### src/rtl/a23_copro15_ext_pkg.sv
// Shared constants and types for the Amber 2 CP15 system-control coprocessor.
package a23_copro15_ext_pkg;

  localparam logic [1:0] OP_MRC = 2'd1;
  localparam logic [1:0] OP_MCR = 2'd2;

  localparam logic [3:0] CRN_ID          = 4'd0;
  localparam logic [3:0] CRN_FLUSH       = 4'd1;
  localparam logic [3:0] CRN_CTRL        = 4'd2;
  localparam logic [3:0] CRN_CACHEABLE   = 4'd3;
  localparam logic [3:0] CRN_UPDATEABLE  = 4'd4;
  localparam logic [3:0] CRN_DISRUPTIVE  = 4'd5;
  localparam logic [3:0] CRN_FAULT_STAT  = 4'd6;
  localparam logic [3:0] CRN_FAULT_ADDR  = 4'd7;
  localparam logic [3:0] CRN_FLUSH_STAT  = 4'd8;

  typedef enum logic {IDLE, FLUSH} flush_state_e;

  typedef struct packed {
    logic [7:0]  status;
    logic [31:0] address;
  } fault_entry_t;

endpackage

### src/rtl/a23_copro15_ext_fault_fifo.sv
// Fault FIFO: read pointer plus occupancy count; write slot is derived from both.
module a23_fault_fifo #(
  parameter int DEPTH = 4,
  parameter int WIDTH = 40
) (
  input  logic                     i_clk,
  input  logic                     i_rst,
  input  logic                     i_push,
  input  logic                     i_pop,
  input  logic [WIDTH-1:0]         i_data,
  output logic [WIDTH-1:0]         o_head,
  output logic [$clog2(DEPTH):0]   o_count,
  output logic                     o_full,
  output logic                     o_empty
);

  localparam int AW = $clog2(DEPTH);

  logic [WIDTH-1:0] mem_q [DEPTH];
  logic [AW-1:0]    rd_ptr_q, rd_ptr_d, wr_ptr;
  logic [AW:0]      count_q, count_d;
  logic             do_push, do_pop;

  assign o_empty = (count_q == '0);
  assign o_full  = (count_q == (AW+1)'(DEPTH));
  assign do_pop  = i_pop && !o_empty;
  // A pop on a full FIFO frees the slot the push lands in.
  assign do_push = i_push && (!o_full || do_pop);
  assign wr_ptr  = rd_ptr_q + count_q[AW-1:0];
  assign o_head  = mem_q[rd_ptr_q];
  assign o_count = count_q;

  always_comb begin
    // NOTE: every always_comb output gets a default first so no latch is inferred.
    rd_ptr_d = rd_ptr_q;
    count_d  = count_q;
    if (do_pop) rd_ptr_d = rd_ptr_q + AW'(1);
    if (do_push && !do_pop)      count_d = count_q + (AW+1)'(1);
    else if (do_pop && !do_push) count_d = count_q - (AW+1)'(1);
  end

  always_ff @(posedge i_clk) begin
    // NOTE: sequential state uses non-blocking assignments so all flops update together.
    if (i_rst) begin
      rd_ptr_q <= '0;
      count_q  <= '0;
    end else begin
      rd_ptr_q <= rd_ptr_d;
      count_q  <= count_d;
    end
  end

  // NOTE: storage is not reset; the count alone decides which entries are valid.
  always_ff @(posedge i_clk) begin
    if (do_push) mem_q[wr_ptr] <= i_data;
  end

endmodule

### src/rtl/a23_copro15_ext.sv
// CP15 system-control coprocessor: cache control, region maps, fault FIFO and
// a line-by-line cache flush sequencer handshaking with the cache controller.
module a23_copro15_ext
  import a23_copro15_ext_pkg::*;
#(
  parameter int          CACHE_LINES = 256,
  parameter int          FAULT_DEPTH = 4,
  parameter logic [31:0] ID_VALUE    = 32'h4156_0310
) (
  input  logic                           i_clk,
  input  logic                           i_rst,
  input  logic                           i_fetch_stall,
  input  logic [1:0]                     i_copro_operation,
  input  logic [3:0]                     i_copro_crn,
  input  logic [31:0]                    i_copro_write_data,
  input  logic                           i_fault,
  input  logic [7:0]                     i_fault_status,
  input  logic [31:0]                    i_fault_address,
  output logic [31:0]                    o_copro_read_data,
  output logic                           o_cache_enable,
  output logic [31:0]                    o_cacheable_area,
  output logic [31:0]                    o_updateable_area,
  output logic [31:0]                    o_disruptive_area,
  output logic                           o_flush_req,
  output logic [$clog2(CACHE_LINES)-1:0] o_flush_index,
  input  logic                           i_flush_ack,
  output logic                           o_flush_busy
);

  localparam int IW = $clog2(CACHE_LINES);
  localparam int CW = $clog2(FAULT_DEPTH) + 1;

  logic [2:0]   ctrl_q, ctrl_d;
  logic [31:0]  cacheable_q, cacheable_d;
  logic [31:0]  updateable_q, updateable_d;
  logic [31:0]  disruptive_q, disruptive_d;
  logic [31:0]  rd_data_q, rd_data_d;
  logic         ovf_q, ovf_d;
  flush_state_e state_q, state_d;
  logic [IW-1:0] index_q, index_d;
  logic         req_q, req_d;

  logic         mcr, flush_start, fifo_push, fifo_pop;
  fault_entry_t push_entry, head_entry;
  logic [CW-1:0] fifo_count;
  logic         fifo_full, fifo_empty;
  logic [7:0]   head_status;
  logic [31:0]  head_address;

  assign mcr         = (i_copro_operation == OP_MCR) && !i_fetch_stall;
  assign flush_start = mcr && (i_copro_crn == CRN_FLUSH);
  assign fifo_push   = i_fault && !i_fetch_stall;
  assign fifo_pop    = mcr && (i_copro_crn == CRN_FAULT_STAT);
  assign push_entry  = '{status: i_fault_status, address: i_fault_address};

  a23_fault_fifo #(
    .DEPTH (FAULT_DEPTH),
    .WIDTH ($bits(fault_entry_t))
  ) u_fault_fifo (
    .i_clk   (i_clk),
    .i_rst   (i_rst),
    .i_push  (fifo_push),
    .i_pop   (fifo_pop),
    .i_data  (push_entry),
    .o_head  (head_entry),
    .o_count (fifo_count),
    .o_full  (fifo_full),
    .o_empty (fifo_empty)
  );

  assign head_status  = fifo_empty ? 8'd0  : head_entry.status;
  assign head_address = fifo_empty ? 32'd0 : head_entry.address;

  always_comb begin
    ctrl_d       = ctrl_q;
    cacheable_d  = cacheable_q;
    updateable_d = updateable_q;
    disruptive_d = disruptive_q;
    ovf_d        = ovf_q;
    if (mcr) begin
      unique case (i_copro_crn)
        CRN_CTRL:       ctrl_d       = i_copro_write_data[2:0];
        CRN_CACHEABLE:  cacheable_d  = i_copro_write_data;
        CRN_UPDATEABLE: updateable_d = i_copro_write_data;
        CRN_DISRUPTIVE: disruptive_d = i_copro_write_data;
        CRN_FAULT_STAT: ovf_d        = 1'b0;
        default: ;
      endcase
    end
    // A pop on a full FIFO makes room, so only an unpaired push is dropped.
    if (fifo_push && fifo_full && !fifo_pop) ovf_d = 1'b1;
  end

  always_comb begin
    rd_data_d = rd_data_q;
    if (!i_fetch_stall) begin
      unique case (i_copro_crn)
        CRN_ID:         rd_data_d = ID_VALUE;
        CRN_CTRL:       rd_data_d = {29'd0, ctrl_q};
        CRN_CACHEABLE:  rd_data_d = cacheable_q;
        CRN_UPDATEABLE: rd_data_d = updateable_q;
        CRN_DISRUPTIVE: rd_data_d = disruptive_q;
        CRN_FAULT_STAT: rd_data_d = {ovf_q, 7'd0, 8'(fifo_count), 8'd0, head_status};
        CRN_FAULT_ADDR: rd_data_d = head_address;
        CRN_FLUSH_STAT: rd_data_d = {(state_q == FLUSH), 15'd0, 16'(index_q)};
        default:        rd_data_d = 32'd0;
      endcase
    end
  end

  always_comb begin
    state_d = state_q;
    index_d = index_q;
    req_d   = req_q;
    unique case (state_q)
      IDLE: begin
        if (flush_start) begin
          state_d = FLUSH;
          index_d = '0;
          req_d   = 1'b1;
        end
      end
      FLUSH: begin
        if (flush_start) begin
          index_d = '0;
        end else if (i_flush_ack) begin
          if (index_q == IW'(CACHE_LINES - 1)) begin
            state_d = IDLE;
            index_d = '0;
            req_d   = 1'b0;
          end else begin
            index_d = index_q + IW'(1);
          end
        end
      end
      default: begin
        state_d = IDLE;
        index_d = '0;
        req_d   = 1'b0;
      end
    endcase
  end

  always_ff @(posedge i_clk) begin
    if (i_rst) begin
      ctrl_q       <= '0;
      cacheable_q  <= '0;
      updateable_q <= '0;
      disruptive_q <= '0;
      rd_data_q    <= '0;
      ovf_q        <= 1'b0;
      state_q      <= IDLE;
      index_q      <= '0;
      req_q        <= 1'b0;
    end else begin
      ctrl_q       <= ctrl_d;
      cacheable_q  <= cacheable_d;
      updateable_q <= updateable_d;
      disruptive_q <= disruptive_d;
      rd_data_q    <= rd_data_d;
      ovf_q        <= ovf_d;
      state_q      <= state_d;
      index_q      <= index_d;
      req_q        <= req_d;
    end
  end

  assign o_copro_read_data = rd_data_q;
  assign o_flush_busy      = (state_q == FLUSH);
  assign o_cache_enable    = ctrl_q[0] && !o_flush_busy;
  assign o_cacheable_area  = cacheable_q;
  assign o_updateable_area = updateable_q;
  assign o_disruptive_area = disruptive_q;
  assign o_flush_req       = req_q;
  assign o_flush_index     = index_q;

endmodule

### config.mk
export PLATFORM = sky130hd
export DESIGN_NAME = a23_copro15_ext
export DESIGN_NICKNAME = d
export VERILOG_FILES = /design/src/rtl/a23_copro15_ext_pkg.sv /design/src/rtl/a23_copro15_ext_fault_fifo.sv /design/src/rtl/a23_copro15_ext.sv
export SDC_FILE = /design/constraint.sdc
export NUM_CORES = 1
export LEC_CHECK = 0
export ABC_AREA = 1
export CAP_MARGIN = 20
export CORE_MARGIN = 2
export CORE_UTILIZATION = 40
export DETAILED_ROUTE_END_ITERATION = 6
export MAX_ROUTING_LAYER = met4
export PLACE_DENSITY = 0.61
export SYNTH_ARGS = -nofsm -noshare
export SYNTH_HDL_FRONTEND = slang
export SYNTH_SLANG_ARGS = --single-unit
### constraint.sdc
create_clock -name i_clk -period 6.45 [get_ports i_clk]
set_input_delay 1.29 -clock i_clk [delete_from_list [all_inputs] [get_ports i_clk]]
set_output_delay 1.29 -clock i_clk [all_outputs]
set_load 0.1 [all_outputs]
==> impl_metrics.ini, run 1 <==
[final_layout]
fin_util_pct = 52.27
multi_input_area_um2 = 4273
ff_latch_area_um2 = 7789
finalNetCount = 1755
fillerInstances = 2898
drive_above_1_share_pct = 5.789
area_delta_synth_final_pct = 28.85

[die]
die_area_um2 = 33450
die_width_um = 182.9
coreArea_um2 = 31560
pin_count = 222
die_h_um = 182.9
start_util_pct = 40.57
rows = 65

[synth]
synth-xor-area-share_pct = 0.2053
synth_edf_count = 160
ys_seq_elements = 309
netlist_area_um2 = 12800
yosys_warnings = 0
synthAdderAreaFrac_pct = 0.4496
async_flop_share_pct = 0
synth_flop_cell = edfxtp_1
synth_nets = 1560
synth_cells = 1473
yosys.area_share.simple_pct = 21.43
synth_compound_area_share_pct = 11.12
synth_top_family_by_area = simple AND/OR/NAND/NOR gates
synth_cell_types = 29
yosysSeqAreaShare_pct = 60.83
syn_area_per_cell_um2 = 8.690
muxShareOfSynthArea_pct = 0

[global_route]
grt_pass1_wl_um = 57010
grt_pass1_vias = 9815
grt_max_degree = 87
gr-total-overflow = 0
antenna_found_initial = 2
grt_usage_pct = 22.52

[critical_path]
rr_worst_depth = 11
cp_slowest_cell = clkdlybuf4s50_1
r2r_setup_slack_ps = 3810
path_cells = clkdlybuf4s50_1
reg2reg_to = o_copro_read_data[5]
path_class = reg2out
crit_required_ps = 5160
crit_family = buffers and inverters
cpPeakStageDelay_ps = 1200
cp-start-kind = flop
critical_path_arrival_ps = 2280
path_max_fanout = 8
path_buf_inv = 1
cp-end-kind = primary output

[sta]
slew_viol_final = 0
hold_viol = 0
fin_crit_ps = 3573
finClkSkew_ps = 9.639
fin_crit_sh_pct = 55.39
tightest_slew_ps = 1103
rsz0062_at_grt = false
relSlewSlack_pct = 26.22
hold_slack_ps = 462.9
tns_ps = 0
clock.fmax_ghz = 0.2799
setup_violations = 0

[clock_network]
cts_sinks = 309
cts_setup_buffers = 0
cts_buffers = 31
clock_latency_ps = 580
ctsHoldBuffers = 0
cts-resized-gates = 0
root_buffer = clkbuf_16
htreeDepth = 1
cts_tree = done
cts_max_path_buffers = 3
clk_pin_slew_worst_paths_ps = 60

[routing]
wire_per_inst_um = 17.79
drc = 0
drtIter0Drc = 861
vias = 10600
viasPerCell = 5.053
first_pass_iters = 5
postRouteAntennaNets = 0
drt-total-wl_um = 37320

[placement]
port_buffers = 221
place.gp.congestion = 0.8998
place_hpwl_um = 24660

[hold_path]
hp-start = o_copro_read_data[11]
hp-class = reg2reg
whs_path_depth = 2
min_to = o_copro_read_data[11]

[status]
status = completed

[flow_run]
maxCapViolations = 0

[power]
cellPowerDensity_nw_per_um2 = 266.5
p_leak_nw = 6.261
vdd_ir_drop_max_mv = 0.2201
==> metrics by stage <==
stage | setup WS [ps] | power (mW) | cells | area [µm²]
detailed placement | 2354 | 2.430 | 2037 | 15340
finish | 2877 | 4.397 | 2097 | 16490
global placement | 2336 | 2.428 | 2036 | 15320
CTS | 2874 | 4.424 | 2095 | 16490
global route | 2548 | 4.528 | 2097 | 16490
floorplan | 1143 | 2.303 | 1473 | 12800
==> routing by layer <==
| layer | vias up | global-route usage (%) | share of wire, % | wire length [µm] |
|---|---|---|---|---|
| met4 | 0 | 6.176 | 2.7 | 1003 |
| met2 | 392 | 35.10 | 45 | 16780 |
| met5 | - | - | 0 | 0 |
| li1 | 5215 | - | - | - |
| met1 | 4928 | 30.79 | 45 | 16760 |
| met3 | 62 | 3.475 | 7.4 | 2770 |
==> cell usage in the layout (no fill, tap or decap), drive strengths merged <==
cell,netlist,layout
dfxtp,149,149
fa,1,1
o211ai,2,2
xnor2,1,1
a31oi,2,2
clkdlybuf4s50,0,221
nor3,10,10
clkinv,2,11
clkbuf,39,39
nand3,64,64
nor2,299,299
edfxtp,160,160
diode,0,2
nand2,312,312
a21oi,77,77
inv,110,112
xor2,2,2
nand4,1,1
buf,37,17
bufinv,0,8
ha,3,3
o21ai,202,202
==> worst max path at each step <==
stage	startpoint	end	slack [ps]	cells past startpoint
finish	o_flush_busy	o_flush_busy	2880	1
global route	i_fetch_stall	u_fault_fifo.o_count[2]	2550	16
CTS	o_flush_busy	o_flush_busy	2870	1
detailed placement	i_fetch_stall	u_fault_fifo.o_count[2]	2350	16
global placement	i_fetch_stall	u_fault_fifo.o_count[2]	2340	16
floorplan	i_fetch_stall	u_fault_fifo.mem_q[0][0]	1140	8
==> state kept, by name (all words and copies together), names as in the netlist, named ones only <==
name and count:
u_fault_fifo.mem_q 160, o_cacheable_area 32, o_copro_read_data 32, o_disruptive_area 32, o_updateable_area 32, o_flush_index 8
ctrl_q 3, u_fault_fifo.o_count 3, u_fault_fifo.rd_ptr_q 2, o_flush_busy 1, o_flush_req 1, ovf_q 1
==> cell usage after synthesis, types with 3 or more instances <==
master    count  area, µm²
nand2_1     308       1156
nor2_1      289       1085
o21ai_0     196      980.9
edfxtp_1    160       4805
dfxtp_1     149       2983
inv_1       104      390.4
a21oi_1      77      385.4
nand3_1      62      310.3
clkbuf_1     39      146.4
buf_2        22      110.1
nor3_1       10      50.05
buf_4         8      60.06
buf_1         7      26.28
nor2_2        7      43.79
inv_2         6      22.52
o21ai_1       6      30.03
ha_1          3      37.54
nand2_2       3      18.77
nor2_4        3      33.78
==> where the power goes <==
group          internal, mW  leakage, nW  switching, mW
Sequential             2.10         2.65         0.0139
Clock                  1.25        0.570          0.761
Combinational        0.0873         3.04          0.183
Total                  3.44         6.26          0.958
==> cells by family after synthesis <==
group / after synthesis
adder cells (fa/ha/maj): 4
AND/OR/NAND/NOR: 686
flip-flops: 309
XOR/XNOR: 3
AO/OA/AOI/OAI: 283
buffers and inverters: 188
==> final cells by class <==
type	instances	share of cell area, %
inverter	112	2.549
clock inverter	19	1.858
antenna	2	0.03034
timing repair buffer	238	14.26
clock buffer	39	5.128
sequential	309	47.22
tap	402	3.049
multi-input combinational	976	25.90
No activity file was read; power rests on OpenSTA's default activity.
==> run 2, diff against run 1 <==
--- a/config.mk
+++ b/config.mk
@@ -11,7 +11,7 @@
 export CORE_UTILIZATION = 40
 export DETAILED_ROUTE_END_ITERATION = 6
 export MAX_ROUTING_LAYER = met4
-export PLACE_DENSITY = 0.61
+export PLACE_DENSITY = 0.64
 export SYNTH_ARGS = -nofsm -noshare
 export SYNTH_HDL_FRONTEND = slang
 export SYNTH_SLANG_ARGS = --single-unit
==> constraint.sdc (replaced) <==
create_clock -name i_clk -period 3.1 [get_ports i_clk]
set_input_delay 0.62 -clock i_clk [delete_from_list [all_inputs] [get_ports i_clk]]
set_output_delay 0.62 -clock i_clk [all_outputs]
set_load 0.1 [all_outputs]
==> impl_metrics.ini, run 2 (same netlist as run 1, synthesis figures left out) <==
[status]
status = completed

[final_layout]
finalNetCount = 1783
area_delta_synth_final_pct = 28.43
final_cell_mix = nand2_1, nor2_1, o21ai_0, buf_4, edfxtp_1
final_cell_count_no_fill = 2122
multi_input_area_um2 = 4298
final_common_cell = nand2_1
top_register = u_fault_fifo.mem_q
ff_latch_area_um2 = 7789
fillerInstances = 2911
largest_reg_flops = 160
drive_above_1_share_pct = 15.18

[clock_network]
cts_setup_buffers = 0
clk_pin_slew_worst_paths_ps = 60
cts-resized-gates = 0
root_buffer = clkbuf_16
cts_sinks = 309
ctsHoldBuffers = 0
cts_tree = done
cts_max_path_buffers = 3
htreeDepth = 2
clock_latency_ps = 510
cts_buffers = 35

[placement]
dp_cells = 2061
place.gp.congestion = 0.9213
place_hpwl_um = 25220
port_buffers = 221
place_ws_ps = 100.2

[die]
rows = 65
pin_count = 222
die_area_um2 = 33450
die_width_um = 182.9
coreArea_um2 = 31560
start_util_pct = 40.57
die_h_um = 182.9

[sta]
tightest_slew_ps = 864.6
fin_crit_ps = 2517
clock.fmax_ghz = 0.3973
slew_viol_final = 0
setup_slack_ps = 582.7
hold_viol = 0
hold_slack_ps = 465.8
finClkSkew_ps = 8.293
tns_ps = 0
setup_violations = 0
rsz0062_at_grt = false
relSlewSlack_pct = 42.36
fin_crit_sh_pct = 81.20

[power]
cellPowerDensity_nw_per_um2 = 553.2
switchingPower_mw = 2.038
comb_power_share_pct = 6.5
p_leak_nw = 6.693
internal_power_mw = 7.057
p_sw_share_pct = 22.41
power_mw = 9.095
p_seq_share_pct = 48.4
vdd_ir_drop_max_mv = 0.3165
p_clk_share_pct = 45.1

[global_route]
antenna_found_initial = 1
grt_pass1_vias = 10110
grt_usage_pct = 22.60
grt_pass1_wl_um = 57180
gr-total-overflow = 0
grt_max_degree = 86

[hold_path]
whs_path_depth = 2
hp-class = reg2reg

[routing]
drt-met1-wl_um = 16650
drtIter0Drc = 958
wire_per_inst_um = 17.53
drc = 0
drt-total-wl_um = 37200
highest_layer = met4
viasPerCell = 5.056
vias = 10730
wl_met2_um = 16970
met3_length_um = 2683
first_pass_iters = 5
postRouteAntennaNets = 0

[critical_path]
cp-end-kind = flop
cp-start-kind = primary input
cp.depth = 16
path_class = in2reg
r2r_setup_slack_ps = 830
rr_worst_depth = 5
path_buf_inv = 4
path_max_fanout = 3
critical_path_arrival_ps = 2910
crit_required_ps = 3490
cpPeakStageDelay_ps = 500
crit_family = buffers and inverters
cp_slowest_cell = clkdlybuf4s50_1
path_cells = clkdlybuf4s50_1, inv_2, nor2_4, nand3_1, nor2_2, nand2_1, nand2_1, nand3_2, inv_1, ha_1, inv_1, fa_1, a21oi_1, o21ai_0, o21ai_0, a21oi_1

[flow_run]
maxCapViolations = 0
## run 2: cell count changes in the layout (fill, tap and decap cells not counted), sizes merged
cell | before | now
buf | 17 | 180
clkinv | 11 | 8
clkdlybuf4s50 | 221 | 82
diode | 2 | 1
clkbuf | 39 | 51
bufinv | 8 | 1
## run 2: power by group through the flow
stage | clock network, mW | registers, mW | logic, mW
finish | 4.10 | 4.41 | 0.592
global route | 4.34 | 4.41 | 0.638
CTS | 4.17 | 4.41 | 0.592
detailed placement | 0 | 4.49 | 0.589
global placement | 0 | 4.49 | 0.584
floorplan | 0 | 4.59 | 0.197
## run 2: per-layer routing
metal  vias to the layer above  global-route usage (%)
met5                         -                       -
met4                         0                   6.272
met3                        51                   3.793
met2                       410                   35.59
met1                      5002                   30.38
li1                       5265                       -
## run 2: through the flow
stage | utilization (%) | cell area [µm²]
global route | 52.10 | 16440
detailed placement | 48.43 | 15280
CTS | 52.09 | 16440
global placement | 48.43 | 15280
finish | 52.10 | 16440
floorplan | - | 12820
## run 2: area by class of cell
class / count / area share [%]
Sequential cell: 309 / 47.37
Clock inverter: 9 / 0.5251
Multi-Input combinational cell: 976 / 26.14
Timing Repair Buffer: 262 / 13.82
Tap cell: 402 / 3.059
Antenna cell: 1 / 0.01522
Inverter: 112 / 2.557
Clock buffer: 51 / 6.507
## run 2: worst min-delay path, cell delays in order (launching register included)
cell and delay (ps):
dfxtp_1 310, nand2_1 60, a21oi_1 50
## run 2: path summary, 6_finish.rpt
check,start,end
max,i_copro_crn[2],u_fault_fifo.o_count[2]
min,o_copro_read_data[8],o_copro_read_data[8]
max reg2reg,u_fault_fifo.o_count[1],u_fault_fifo.mem_q[1][19]
min reg2reg,o_copro_read_data[8],o_copro_read_data[8]
